[src/rtl/uart_frame_tx_if.sv]
// uart_frame_tx_if
//   Byte stream from the frame serializer into the UART transmitter.
//   Signals:
//     din    [7:0]  byte from upstream serializer
//     dvalid        one-cycle strobe, din valid this cycle
//   Modports:
//     master  upstream side (drives din/dvalid)
//     slave   uart_frame_tx side (samples din/dvalid)
interface uart_frame_tx_if;
    logic [7:0] din;
    logic       dvalid;

    modport master (output din, output dvalid);
    modport slave  (input  din, input  dvalid);
endinterface

[src/rtl/uart_frame_tx.sv]
// uart_frame_tx
//   Buffers bytes from the frame serializer in a small FIFO and sends each one
//   as a UART 8N1 character on txd, LSB first. Bytes arriving while the FIFO is
//   full are dropped and recorded in a sticky overflow flag.
//   Ports:
//     clk        system clock, rising edge
//     rst_n      asynchronous active-low reset
//     byte_in    slave side of uart_frame_tx_if (din, dvalid)
//     ovf_clr    synchronous clear of overflow
//     txd        UART serial line, idle high (registered)
//     busy       FIFO non-empty or a character on the line
//     fifo_full  FIFO holds 2**FIFO_AW bytes
//     overflow   sticky: a byte was dropped because the FIFO was full
module uart_frame_tx #(
    parameter int CLKS_PER_BIT = 434,
    parameter int FIFO_AW      = 3
) (
    input  logic            clk,
    input  logic            rst_n,
    uart_frame_tx_if.slave  byte_in,
    input  logic            ovf_clr,
    output logic            txd,
    output logic            busy,
    output logic            fifo_full,
    output logic            overflow
);
    localparam int BW = (CLKS_PER_BIT > 2) ? $clog2(CLKS_PER_BIT) : 1;
    localparam logic [BW-1:0]    BAUD_LAST = BW'(CLKS_PER_BIT - 1);
    localparam logic [FIFO_AW:0] DEPTH     = {1'b1, {FIFO_AW{1'b0}}};

    typedef enum logic [1:0] {IDLE, START, DATA, STOP} state_t;

    state_t               state, state_nx;
    logic [BW-1:0]        baud, baud_nx;
    logic [2:0]           bit_idx, bit_idx_nx;
    logic [7:0]           sh, sh_nx;
    logic                 txd_nx;

    logic [7:0]           mem [0:(1 << FIFO_AW) - 1];
    logic [FIFO_AW-1:0]   wr_ptr, rd_ptr;
    logic [FIFO_AW:0]     count;
    logic                 push, pop, drop;

    // Fullness is judged on the pre-edge count, so a pop in the same cycle
    // never makes room for an incoming byte.
    assign fifo_full = (count == DEPTH);
    assign push      = byte_in.dvalid && !fifo_full;
    assign drop      = byte_in.dvalid &&  fifo_full;
    assign pop       = (state == IDLE) && (count != '0);
    assign busy      = (state != IDLE) || (count != '0);

    // FIFO storage: data only, never reset
    always_ff @(posedge clk) begin
        if (push)
            mem[wr_ptr] <= byte_in.din;
    end

    // FIFO control and overflow flag
    always_ff @(posedge clk or negedge rst_n) begin
        if (!rst_n) begin
            wr_ptr   <= '0;
            rd_ptr   <= '0;
            count    <= '0;
            overflow <= 1'b0;
        end else begin
            if (push) wr_ptr <= wr_ptr + 1'b1;
            if (pop)  rd_ptr <= rd_ptr + 1'b1;
            case ({push, pop})
                2'b10:   count <= count + 1'b1;
                2'b01:   count <= count - 1'b1;
                default: count <= count;
            endcase
            // a drop in the same cycle wins over the clear
            if (drop)
                overflow <= 1'b1;
            else if (ovf_clr)
                overflow <= 1'b0;
        end
    end

    // Transmitter state register
    always_ff @(posedge clk or negedge rst_n) begin
        if (!rst_n) begin
            state   <= IDLE;
            baud    <= '0;
            bit_idx <= '0;
            txd     <= 1'b1;
        end else begin
            state   <= state_nx;
            baud    <= baud_nx;
            bit_idx <= bit_idx_nx;
            txd     <= txd_nx;
        end
    end

    always_ff @(posedge clk) begin
        sh <= sh_nx;
    end

    // Transmitter next-state logic; txd_nx is the value the line takes next
    always_comb begin
        state_nx   = state;
        baud_nx    = baud;
        bit_idx_nx = bit_idx;
        sh_nx      = sh;
        txd_nx     = txd;
        case (state)
            IDLE: begin
                txd_nx     = 1'b1;
                baud_nx    = '0;
                bit_idx_nx = '0;
                if (pop) begin
                    sh_nx    = mem[rd_ptr];
                    txd_nx   = 1'b0;
                    state_nx = START;
                end
            end
            START: begin
                if (baud == BAUD_LAST) begin
                    baud_nx  = '0;
                    txd_nx   = sh[0];
                    state_nx = DATA;
                end else begin
                    baud_nx = baud + 1'b1;
                end
            end
            DATA: begin
                if (baud == BAUD_LAST) begin
                    baud_nx = '0;
                    if (bit_idx == 3'd7) begin
                        txd_nx   = 1'b1;
                        state_nx = STOP;
                    end else begin
                        // shift first, so the next bit to send is sh[1] now
                        sh_nx      = {1'b0, sh[7:1]};
                        txd_nx     = sh[1];
                        bit_idx_nx = bit_idx + 1'b1;
                    end
                end else begin
                    baud_nx = baud + 1'b1;
                end
            end
            STOP: begin
                if (baud == BAUD_LAST) begin
                    baud_nx  = '0;
                    state_nx = IDLE;
                end else begin
                    baud_nx = baud + 1'b1;
                end
            end
            default: state_nx = IDLE;
        endcase
    end
endmodule
[src/flat_wrapper.sv]
// flat-port wrapper written by rule: the top's interface ports become plain ports
module uart_frame_tx_flat 
#(
    parameter int CLKS_PER_BIT = 434,
    parameter int FIFO_AW      = 3
)
  (clk, rst_n, ovf_clr, txd, busy, fifo_full, overflow, byte_in_din, byte_in_dvalid);
  uart_frame_tx_if byte_in_i ();
  input  logic clk;
  input  logic rst_n;
  input  logic ovf_clr;
  output logic txd;
  output logic busy;
  output logic fifo_full;
  output logic overflow;
  input wire logic [$bits(byte_in_i.din)-1:0] byte_in_din;
  input wire logic [$bits(byte_in_i.dvalid)-1:0] byte_in_dvalid;
  assign byte_in_i.din = byte_in_din;
  assign byte_in_i.dvalid = byte_in_dvalid;
  uart_frame_tx #(.CLKS_PER_BIT(CLKS_PER_BIT), .FIFO_AW(FIFO_AW)) u_core (.clk(clk), .rst_n(rst_n), .byte_in(byte_in_i), .ovf_clr(ovf_clr), .txd(txd), .busy(busy), .fifo_full(fifo_full), .overflow(overflow));
endmodule
[config.mk]
export PLATFORM = sky130hd
export DESIGN_NAME = uart_frame_tx_flat
export DESIGN_NICKNAME = d
export VERILOG_FILES = /design/src/rtl/uart_frame_tx_if.sv /design/src/rtl/uart_frame_tx.sv /design/src/flat_wrapper.sv
export SDC_FILE = /design/constraint.sdc
export NUM_CORES = 1
export LEC_CHECK = 0
export CAP_MARGIN = 10
export CORE_ASPECT_RATIO = 2
export CORE_MARGIN = 2
export CORE_UTILIZATION = 55
export CTS_CLUSTER_DIAMETER = 40
export DETAILED_ROUTE_END_ITERATION = 8
export PLACE_DENSITY = 0.73
export SYNTH_ARGS = -nofsm -noshare
export SYNTH_HDL_FRONTEND = slang
export SYNTH_SLANG_ARGS = --single-unit
[constraint.sdc]
create_clock -name clk -period 2.8 [get_ports clk]
set_input_delay 0.84 -clock clk [delete_from_list [all_inputs] [get_ports clk]]
set_output_delay 0.84 -clock clk [all_outputs]
set_load 0.05 [all_outputs]
Word level (Yosys, flattened, before mapping)
Memories as Yosys holds them, arrays and structs flattened.
Cells that the tools add are included.

storage, ports and cells
  register bits = 34
  RAM bits = 64
  logic and storage cells = 72
  memories = 1

operators by class
  add/subtract/negate cells = 6
  equal/unequal tests = 14
  multiplexer cells = 25
  reduce and logical (&&, ||, !) cells = 17

memories
  memory      depth  bits a word  read ports  clocked after memory_dff  wr ports  line                 text
  u_core.mem  8      8            1           0                         1         uart_frame_tx.sv:39  logic [7:0] mem [0:(1 << FIFO_AW) - 1];

operator list
  operator                                          count
  two-way mux 8 bit                                 3
  case mux 9 bit (2 select lines)                   1
  case mux 8 bit (2 select lines)                   1
  two-way mux 2 bit                                 5
  != test 2 x 1 -> 1 bit, second input constant     5
  adder 3 x 1 -> 3 bit, second input constant       3
  adder 9 x 1 -> 9 bit, second input constant       1
  == test 9 bit, second input constant              1
  two-way mux 9 bit                                 1
  two-way mux 1 bit                                 8
  case mux 2 bit (4 select lines)                   1
  case mux 4 bit (2 select lines)                   1
  nonzero test 2 bit                                4
  == test 2 bit, second input constant              3
  two-way mux 3 bit                                 2
  case mux 3 bit (2 select lines)                   1
  AND reduction 3 bit                               2
  AND reduction 5 bit                               1
  adder 4 x 1 -> 4 bit, second input constant       1
  == test 2 x 1 -> 1 bit, second input constant     2
  == test 4 bit, second input constant              1
  AND reduction 4 bit                               1
  nonzero test 4 bit                                1
  subtractor 4 x 1 -> 4 bit, second input constant  1
  other kinds (9)                                   11

Logic depth before layout (Yosys ltp)
Gate-level depths: netlist (run 1).

  depth in word-level cells = 5
  depth in mapped cells = 11

Worst setup path before layout (run 1)
OpenSTA, ideal clock, no wires.

  path kind = flip-flop to flip-flop
  start = register u_core.count[1]
  end = register u_core.count[2]
  library setup time = 0.130 ns
  arrival time = 2.897 ns
  slack = -0.227 ns
  stages on the path, launching flop included = 12
  path buffers = 1
  cells stage by stage = dfrtp_1 buf_2 nor4b_2 nor2b_1 inv_1 ha_1 xor2_1 ha_1 a21oi_1 xor2_1 nor2_1 xor2_1

between the ends
  word-level cells in the longest chain between the ends = 5
  elaborated cells between the ends (all ways) = 11

RTL lines
  element                                                                       line                 text
  start, declared                                                               uart_frame_tx.sv:41  logic [FIFO_AW:0] count;
  start signal, assigned                                                        uart_frame_tx.sv:69  2'b10: count <= count + 1'b1;
  start signal, assigned                                                        uart_frame_tx.sv:70  2'b01: count <= count - 1'b1;
  start signal, assigned                                                        uart_frame_tx.sv:71  default: count <= count;
  == test 4 bit (*)                                                             uart_frame_tx.sv:46  assign fifo_full = (count == DEPTH);
  named net fifo_full                                                           flat_wrapper.sv:14   output logic fifo_full;
  zero test 1 bit (*)                                                           uart_frame_tx.sv:47  assign push = byte_in.dvalid && !fifo_full;
  logical AND 1 bit (*)                                                         uart_frame_tx.sv:47
  == test 2 x 1 -> 1 bit / == test 2 bit (equally long branches)                uart_frame_tx.sv:68  case ({push, pop})
  case mux 4 bit (2 select lines) / nonzero test 2 bit (equally long branches)  --

Mark *: on every way through the listed nets, which the timed path passes. The rest lies on a longest branch.
A chain may end at the register's enable or synchronous reset.

Worst setup path in the final report (run 1)
  start = register u_core.count[2]
  end = output port busy

between the ends
  word-level cells in the longest chain between the ends = 2

RTL lines
  element             line                 text
  nonzero test 4 bit  uart_frame_tx.sv:50  assign busy = (state != IDLE) || (count != '0);
  logical OR 1 bit    uart_frame_tx.sv:50
  end, declared       flat_wrapper.sv:13   output logic busy;

No other way between the ends.

==> impl_metrics.sql, run 1 <==
INSERT INTO impl_metrics (metric_group, metric, value, unit) VALUES
('status', 'status', 'finished clean', ''),
('synthesis', 'synth.distinct_cells', '41', ''),
('sta', 'clock.fmax', '387', 'MHz'),
('detailed_routing', 'count_of_vias_placed_by_the_detailed_router', '2205', ''),
('place', 'post-dp-hpwl', '5.06', 'mm'),
('critical_path', 'critPathKind', 'reg -> out', ''),
('sta', 'timing.final.max_slew_violations', '0', ''),
('sta', 'max_slew.worst_pin.slew', '0.785', 'ns'),
('critical_path', 'critPathCaptureType', 'output pin', ''),
('critical_path', 'arrival_worst_endpoint', '1.74', 'ns'),
('layout', 'multi_input_area', '1370', 'um^2'),
('floorplan', 'chipHeight', '128', 'um'),
('global_routing', 'grt_use_total', '19.9', '%'),
('place', 'gp_routability_congestion', '0.811', ''),
('run', 'max_cap_violations', '0', ''),
('pwr', 'p_leak', '1.82', 'nW'),
('clock_network', 'post-cts-setup-buffer-count', '0', ''),
('clock_network', 'numClockSinks', '98', ''),
('worst_hold_path', 'worstHoldPathType', 'reg -> reg', ''),
('sta', 'finalHoldViolCount', '0', ''),
('clock_network', 'worst_skew_pair.late_latency', '0.35', 'ns'),
('global_routing', 'grt_pass1_wl', '11.8', 'mm'),
('floorplan', 'design.portCount', '16', ''),
('global_routing', 'vias_in_the_first_global_route', '2393', ''),
('detailed_routing', 'detail_route.vias_per_cell', '5.51', ''),
('layout', 'final_layout_size_suffix_gt1_share', '21.2', '%'),
('clock_network', 'htree_levels', '3', ''),
('pwr', 'powerDensity', '1020', 'nW/um^2'),
('synthesis', 'synth.net_count', '293', ''),
('detailed_routing', 'dr.pass1.iters', '4', ''),
('global_routing', 'grt.overflow.total', '0', ''),
('global_routing', 'pin_count_of_the_biggest_net_entering_global_routing', '27', ''),
('layout', 'finish.net_count', '327', ''),
('detailed_routing', 'detail_route.wirelength', '7.34', 'mm'),
('synthesis', 'asyncSetResetFlopFracSynth', '26.5', '%'),
('worst_hold_path', 'worstHoldPathCells', '1', ''),
('sta', 'rsz0062_at_grt', 'no', ''),
('sta', 'timing.clock.skew', '0.00600', 'ns'),
('synthesis', 'yosysSeqAreaShare', '66.2', '%'),
('clock_network', 'tritoncts', 'yes', ''),
('layout', 'layout.filler_cells', '578', ''),
('clock_network', 'cts_inserted_buffers', '9', ''),
('synthesis', 'post_synth.cell_area_avg', '15.9', 'um^2'),
('floorplan', 'area_of_the_die', '8490', 'um^2'),
('floorplan', 'design.core.area', '7540', 'um^2'),
('layout', 'area_growth_syn_to_layout', '15.1', '%'),
('synthesis', 'syn_area', '4250', 'um^2'),
('clock_network', 'clkTransAtPathRegs', '0.06', 'ns'),
('critical_path', 'startpoint_type', 'flop', ''),
('place', 'placement.io_buffers', '15', ''),
('floorplan', 'dieWidth', '66.2', 'um'),
('detailed_routing', 'first_iter_violations', '110', ''),
('detailed_routing', 'antenna_violating_nets_left', '0', ''),
('sta', 'timing.max_slew.rel_slack', '47.6', '%'),
('clock_network', 'cts_buffer_depth', '2', ''),
('sta', 'finalWorstSetupSlack', '0.219', 'ns'),
('critical_path', 'worst_r2r_path_depth', '10', ''),
('place', 'post-place-ws', '0.0194', 'ns'),
('detailed_routing', 'post_drt_wl_per_cell', '18.3', 'um'),
('clock_network', 'cts_hold_repair.buffers', '0', ''),
('clock_network', 'cts_root_buf', 'sky130_fd_sc_hd__clkbuf_16', ''),
('sta', 'setup_total_negative_slack', '0', 'ns'),
('synthesis', 'ys.warnings.count', '0', ''),
('sta', 'setup_violations', '0', ''),
('floorplan', 'cell_row_count', '45', ''),
('synthesis', 'synth_flop_cell', 'sky130_fd_sc_hd__edfxtp_1', ''),
('detailed_routing', 'drc', '0', ''),
('floorplan', 'initial_core_util', '56.3', '%'),
('pwr', 'vdd_drop_max', '609', 'uV'),
('critical_path', 'timing.critical_path.fanout_max', '6', ''),
('synthesis', 'yosys_register_bits', '98', ''),
('layout', 'regArea', '2810', 'um^2'),
('global_routing', 'grt_antenna_before_repair', '0', ''),
('synthesis', 'number_of_flops_mapped_to_enable_cells_by_yosys', '72', ''),
('critical_path', 'required_time_at_the_endpoint_of_the_critical_path', '1.96', 'ns'),
('synthesis', 'syn-instance-count', '267', ''),
('sta', 'final.min_clock_period', '2.58', 'ns'),
('layout', 'insertedDiodeCount', '0', ''),
('sta', 'fin_crit_sh', '92.2', '%');
[registers in the layout, summed over array words and instances, names as in the netlist, 2 cells and up]
| register | cells |
|---|---|
| u_core.mem | 64 |
| u_core.baud | 9 |
| u_core.sh | 8 |
| u_core.count | 4 |
| u_core.bit_idx | 3 |
| u_core.rd_ptr | 3 |
| u_core.wr_ptr | 3 |
| u_core.state | 2 |
[path summary, 6_finish.rpt]
| check | startpoint | endpoint | slack [ns] |
|---|---|---|---|
| setup / recovery | u_core.count[2]$_DFFE_PN0P_ | busy | 0.22 |
| hold / removal | u_core.baud[0]$_DFF_PN0_ | u_core.baud[0]$_DFF_PN0_ | 0.52 |
| setup reg to reg | u_core.count[2]$_DFFE_PN0P_ | u_core.count[2]$_DFFE_PN0P_ | 0.47 |
| hold reg to reg | u_core.baud[0]$_DFF_PN0_ | u_core.baud[0]$_DFF_PN0_ | 0.52 |
| max in group asynchronous | rst_n | u_core.txd$_DFFE_PN1P_ | 1.64 |
| min in group asynchronous | rst_n | u_core.count[0]$_DFFE_PN0P_ | 0.86 |
[per-layer routing]
layer	track usage (%)	vias to the layer above	routed length, um
met5	0	-	0
met4	9.72	0	174
met3	3.69	11	151
met2	38.1	25	4370
met1	19.5	1111	2640
li1	-	1058	-
[critical path: stages (launching register included)]
cell and delay (ns):
sky130_fd_sc_hd__dfrtp_1 0.48, sky130_fd_sc_hd__nor4_4 0.37, sky130_fd_sc_hd__nand2_2 0.11, sky130_fd_sc_hd__dlygate4sd2_1 0.43
[layout make-up]
cell class | count | share of cell area, %
Clock inverter | 7 | 1.10
Timing Repair Buffer | 34 | 5.91
Sequential cell | 98 | 57.5
Multi-Input combinational cell | 152 | 28.0
Inverter | 6 | 0.460
Tap cell | 94 | 2.40
Clock buffer | 9 | 4.60
[logic make-up (layout without fill, tap and decap cells)]
logic type	Yosys count	after routing	synth area share (%)
flops	98	98	66.2
simple gates	67	67	8.65
buf+inv	17	56	1.77
compound gates	22	22	3.30
mux	33	33	12.7
fa+ha+maj	14	14	4.12
xor+xnor	16	16	3.30
[layout by cell type, fill, tap and decap left out, drive strengths merged, types with 6 or more instances in the layout]
master         instances
nor2                  22
buf                   20
edfxtp                72
clkbuf                 9
mux4                  16
xor2                   7
mux2i                 11
o21ai                  8
dfrtp                 25
clkdlybuf4s50         13
mux2                   6
xnor2                  9
inv                    8
nand2b                 6
nand2                 19
ha                    14
a21oi                  6
[Yosys cell counts, types with 3 or more instances]
library cell | count | area share, %
sky130_fd_sc_hd__edfxtp_1 | 72 | 51
sky130_fd_sc_hd__dfrtp_1 | 25 | 15
sky130_fd_sc_hd__nor2_1 | 22 | 1.9
sky130_fd_sc_hd__nand2_1 | 18 | 1.6
sky130_fd_sc_hd__mux4_2 | 16 | 8.5
sky130_fd_sc_hd__ha_1 | 14 | 4.1
sky130_fd_sc_hd__mux2i_1 | 11 | 2.6
sky130_fd_sc_hd__xnor2_1 | 9 | 1.9
sky130_fd_sc_hd__o21ai_0 | 8 | 0.94
sky130_fd_sc_hd__xor2_1 | 7 | 1.4
sky130_fd_sc_hd__a21oi_1 | 6 | 0.71
sky130_fd_sc_hd__inv_1 | 6 | 0.53
sky130_fd_sc_hd__nand2b_1 | 6 | 0.88
sky130_fd_sc_hd__clkbuf_1 | 5 | 0.44
sky130_fd_sc_hd__mux2_2 | 5 | 1.3
sky130_fd_sc_hd__buf_2 | 3 | 0.35
sky130_fd_sc_hd__nand3_1 | 3 | 0.35
sky130_fd_sc_hd__nor3_1 | 3 | 0.35
[through the flow]
| stage | utilization, % | cell area, um^2 | total power, W | std cells | hold slack [ns] |
|---|---|---|---|---|---|
| final | 64.8 | 4890 | 0.00500 | 400 | 0.518 |
| after CTS | 64.8 | 4890 | 0.00508 | 400 | 0.532 |
| after detailed placement | 61.2 | 4610 | 0.00394 | 384 | 0.507 |
| after floorplan | - | 4260 | 0.00344 | 267 | 0.472 |
| after global routing | 64.8 | 4890 | 0.00530 | 400 | 0.545 |
| after global placement | 61.2 | 4610 | 0.00387 | 384 | 0.497 |
[timing repair]
item | in CTS | in global routing
endpoints found under the hold margin | 0 | 0
gates resized for setup | 1 | 0
endpoints found under the setup margin | 1 | 0
[power breakdown]
| group | total (W) | switching (W) | internal, W |
|---|---|---|---|
| Combinational | 0.00161 | 0.000797 | 0.000813 |
| Sequential | 0.00226 | 0.000302 | 0.00195 |
| Clock | 0.00113 | 0.000524 | 0.000607 |
| Total | 0.00500 | 0.00162 | 0.00337 |
No activity file was read; power rests on OpenSTA's default activity.
==> inputs of run 2 (changes only) <==
CTS_CLUSTER_SIZE = 10   (was default)
SETUP_SLACK_MARGIN = 0.15   (was default)
==> results of run 2 <==
The final DEF is identical to that of run 1; final timing and power are the same.
==> inputs of run 3 (changes only) <==
SLEW_MARGIN = 20   (was default)
==> results of run 3 <==
The final DEF is identical to that of run 1; final timing and power are the same.
==> RTL edit, RTL diff (settings of run 2) <==
Reset style: synchronous (`rst_n`), changed in 2 clocked blocks. Comments in the files are not updated.
--- a/src/rtl/uart_frame_tx.sv
+++ b/src/rtl/uart_frame_tx.sv
@@ -58,3 +58,3 @@
     // FIFO control and overflow flag
-    always_ff @(posedge clk or negedge rst_n) begin
+    always_ff @(posedge clk) begin
         if (!rst_n) begin
@@ -81,3 +81,3 @@
     // Transmitter state register
-    always_ff @(posedge clk or negedge rst_n) begin
+    always_ff @(posedge clk) begin
         if (!rst_n) begin
Behaviour: differs if rst_n is asserted again (counterexample within 4 cycles, from zero or initial values and one cycle with rst_n low); with rst_n held inactive, the same outputs for 10 cycles.
==> RTL edit against run 2 <==
Sequential power fell by 14%; design area is 0.79% higher; wire length fell by 1.5%; die area up 0.76%; sequential cell count up 3; area after synthesis is 0.79% higher; total power shrank 15%; worst setup slack improved by 0.083 ns; combinational power shrank 32%.
==> RTL edit: results (changes against run 2) <==
stage;metric;value;unit;change
place;placed inst area;0.00463;sq mm;was 0.00461 sq mm
critical_path;Worst EP arrival;1.66;ns;was 1.74 ns
logic_synthesis;Netlist cell types;44;;was 41
clocking;TritonCTS Buffers;9;;unchanged
clocking;clock latency on the worst-skew pair;0.35;ns;about the same
pwr;Leak;1.68;nW;was 1.82 nW
logic_synthesis;post-synthesis sequential area ratio;64.0;%;was 66.2%
clocking;H-tree levels;3;;unchanged
critical_path;largest fanout on the critical path;9;;was 6
pwr;Max VDD drop;0.644;mV;was 0.609 mV
logic_synthesis;Primary FF master, synth;edfxtp_1;;unchanged
timing;clock skew;0.00857;ns;was 0.00600 ns
timing;Slew headroom;64.9;%;was 47.6%
detailed_routing;Iter 0 DRT Violations;79;;was 110
global_routing;first-pass GRT wire length;11800;um;about the same
detailed_routing;wire per inst;17.3;um;was 18.3 um
logic_synthesis;synth warn;0;;unchanged
hold_path;min-delay worst type;reg -> reg;;unchanged
logic_synthesis;FFs w/ async S/R, synth;0;%;was 26.5%
logic_synthesis;syn nets;313;;was 293
final_layout;Layout Nets;344;;was 327
place;RePlAce Congestion;0.744;;was 0.811
clocking;Root Buffer;clkbuf_16;;unchanged
final_layout;Fill cells;555;;was 578
final_layout;Antenna Cells;0;;unchanged
clocking;Post-CTS Resized;0;;was 1
detailed_routing;Routed Wire Length;7220;um;was 7340 um
final_layout;post-route cell area;0.00493;sq mm;was 0.00489 sq mm
run_status;outcome;complete, no violations;;unchanged
logic_synthesis;number of synthesized flops with an enable pin;72;;unchanged
global_routing;gr usage total;19.1;%;was 19.9%
detailed_routing;vias per cell;5.65;;was 5.51
global_routing;largest net degree at the start of global routing;24;;was 27
place;dpl ws;0.0245;ns;was 0.0194 ns
global_routing;initial antenna violation count;0;;unchanged
clocking;Post-CTS Setup Bufs;0;;unchanged
detailed_routing;Pre-antenna DRT Iters;4;;unchanged
place;PortBufs;15;;unchanged
place;placed cells;402;;was 384
logic_synthesis;top post-synthesis cells by area;edfxtp_1 50%, dfxtp_1 14%, mux4_2 8.4%;;was edfxtp_1 51%, dfrtp_1 15%, mux4_2 8.5%
global_routing;number of global-route vias before repair;2434;;was 2393
final_layout;largest registers;u_core.mem x64, u_core.baud x9, u_core.sh x8;;unchanged
place;Detail Placement HPWL;5040;um;was 5060 um
logic_synthesis;Synth Instances;288;;was 267
clocking;Longest Clk Path Bufs;2;;unchanged
logic_synthesis;Post-synth top cells;72 x edfxtp_1, 29 x dfxtp_1, 19 x nand2_1;;was 72 x edfxtp_1, 25 x dfrtp_1, 22 x nor2_1
clocking;clock-pin slew on the worst setup and hold paths;0.07;ns;
final_layout;share of cells above drive strength 1;19.1;%;was 21.2%
## RTL edit: changes by cell type after synthesis, moves of 3 or more
cell	run 2	this run
mux2_2	5	0
nor3_1	3	7
nand3_1	3	8
and2_1	0	6
a21boi_0	0	6
xor2_1	7	4
dfxtp_1	0	29
a21oi_1	6	2
dfrtp_1	25	0
nor4_1	0	3
o21ai_0	8	12
nor2_1	22	16
## RTL edit: worst paths after layout
path | from | to | slack [ns] | cells after the start
max reg2reg | u_core.count[1] | u_core.count[3] | 0.32 | 7
min reg2reg | u_core.baud[0] | u_core.baud[0] | 0.46 | 1
max | u_core.count[1] | fifo_full | 0.30 | 3
min | u_core.baud[0] | u_core.baud[0] | 0.46 | 1
## RTL edit: cell type report
cell class | count | area share [%]
Sequential cell | 101 | 55.6
Clock inverter | 7 | 1.47
Clock buffer | 9 | 4.57
Multi-Input combinational cell | 168 | 29.6
Tap cell | 94 | 2.39
Timing Repair Buffer | 33 | 5.94
Inverter | 6 | 0.457
## RTL edit: per-layer routing
metal | wire [um] | track usage (%) | vias up
met5 | 0 | 0 | -
met4 | 160 | 9.00 | 0
met3 | 132 | 3.15 | 13
met2 | 4210 | 35.3 | 20
met1 | 2720 | 20.5 | 1179
li1 | - | - | 1151
## RTL edit: critical path, stage by stage, from the launching register on
cell and delay (ns):
dfxtp_1 0.41, or4b_4 0.61, inv_1 0.14, buf_12 0.15
## RTL edit: power by group
group	total, mW	internal, mW	switching, mW
logic	1.09	0.517	0.576
clock network	1.21	0.630	0.579
registers	1.94	1.82	0.112
## RTL edit: kinds of logic (layout without fill, tap and decap cells)
group,Yosys count,in the layout,share of synthesized area [%]
mux,27,27,11.0
compound gates,31,31,5.43
flops,101,101,64.0
simple gates,85,85,11.3
xor+xnor,12,12,2.45
buf+inv,19,55,2.04
fa+ha+maj,13,13,3.80
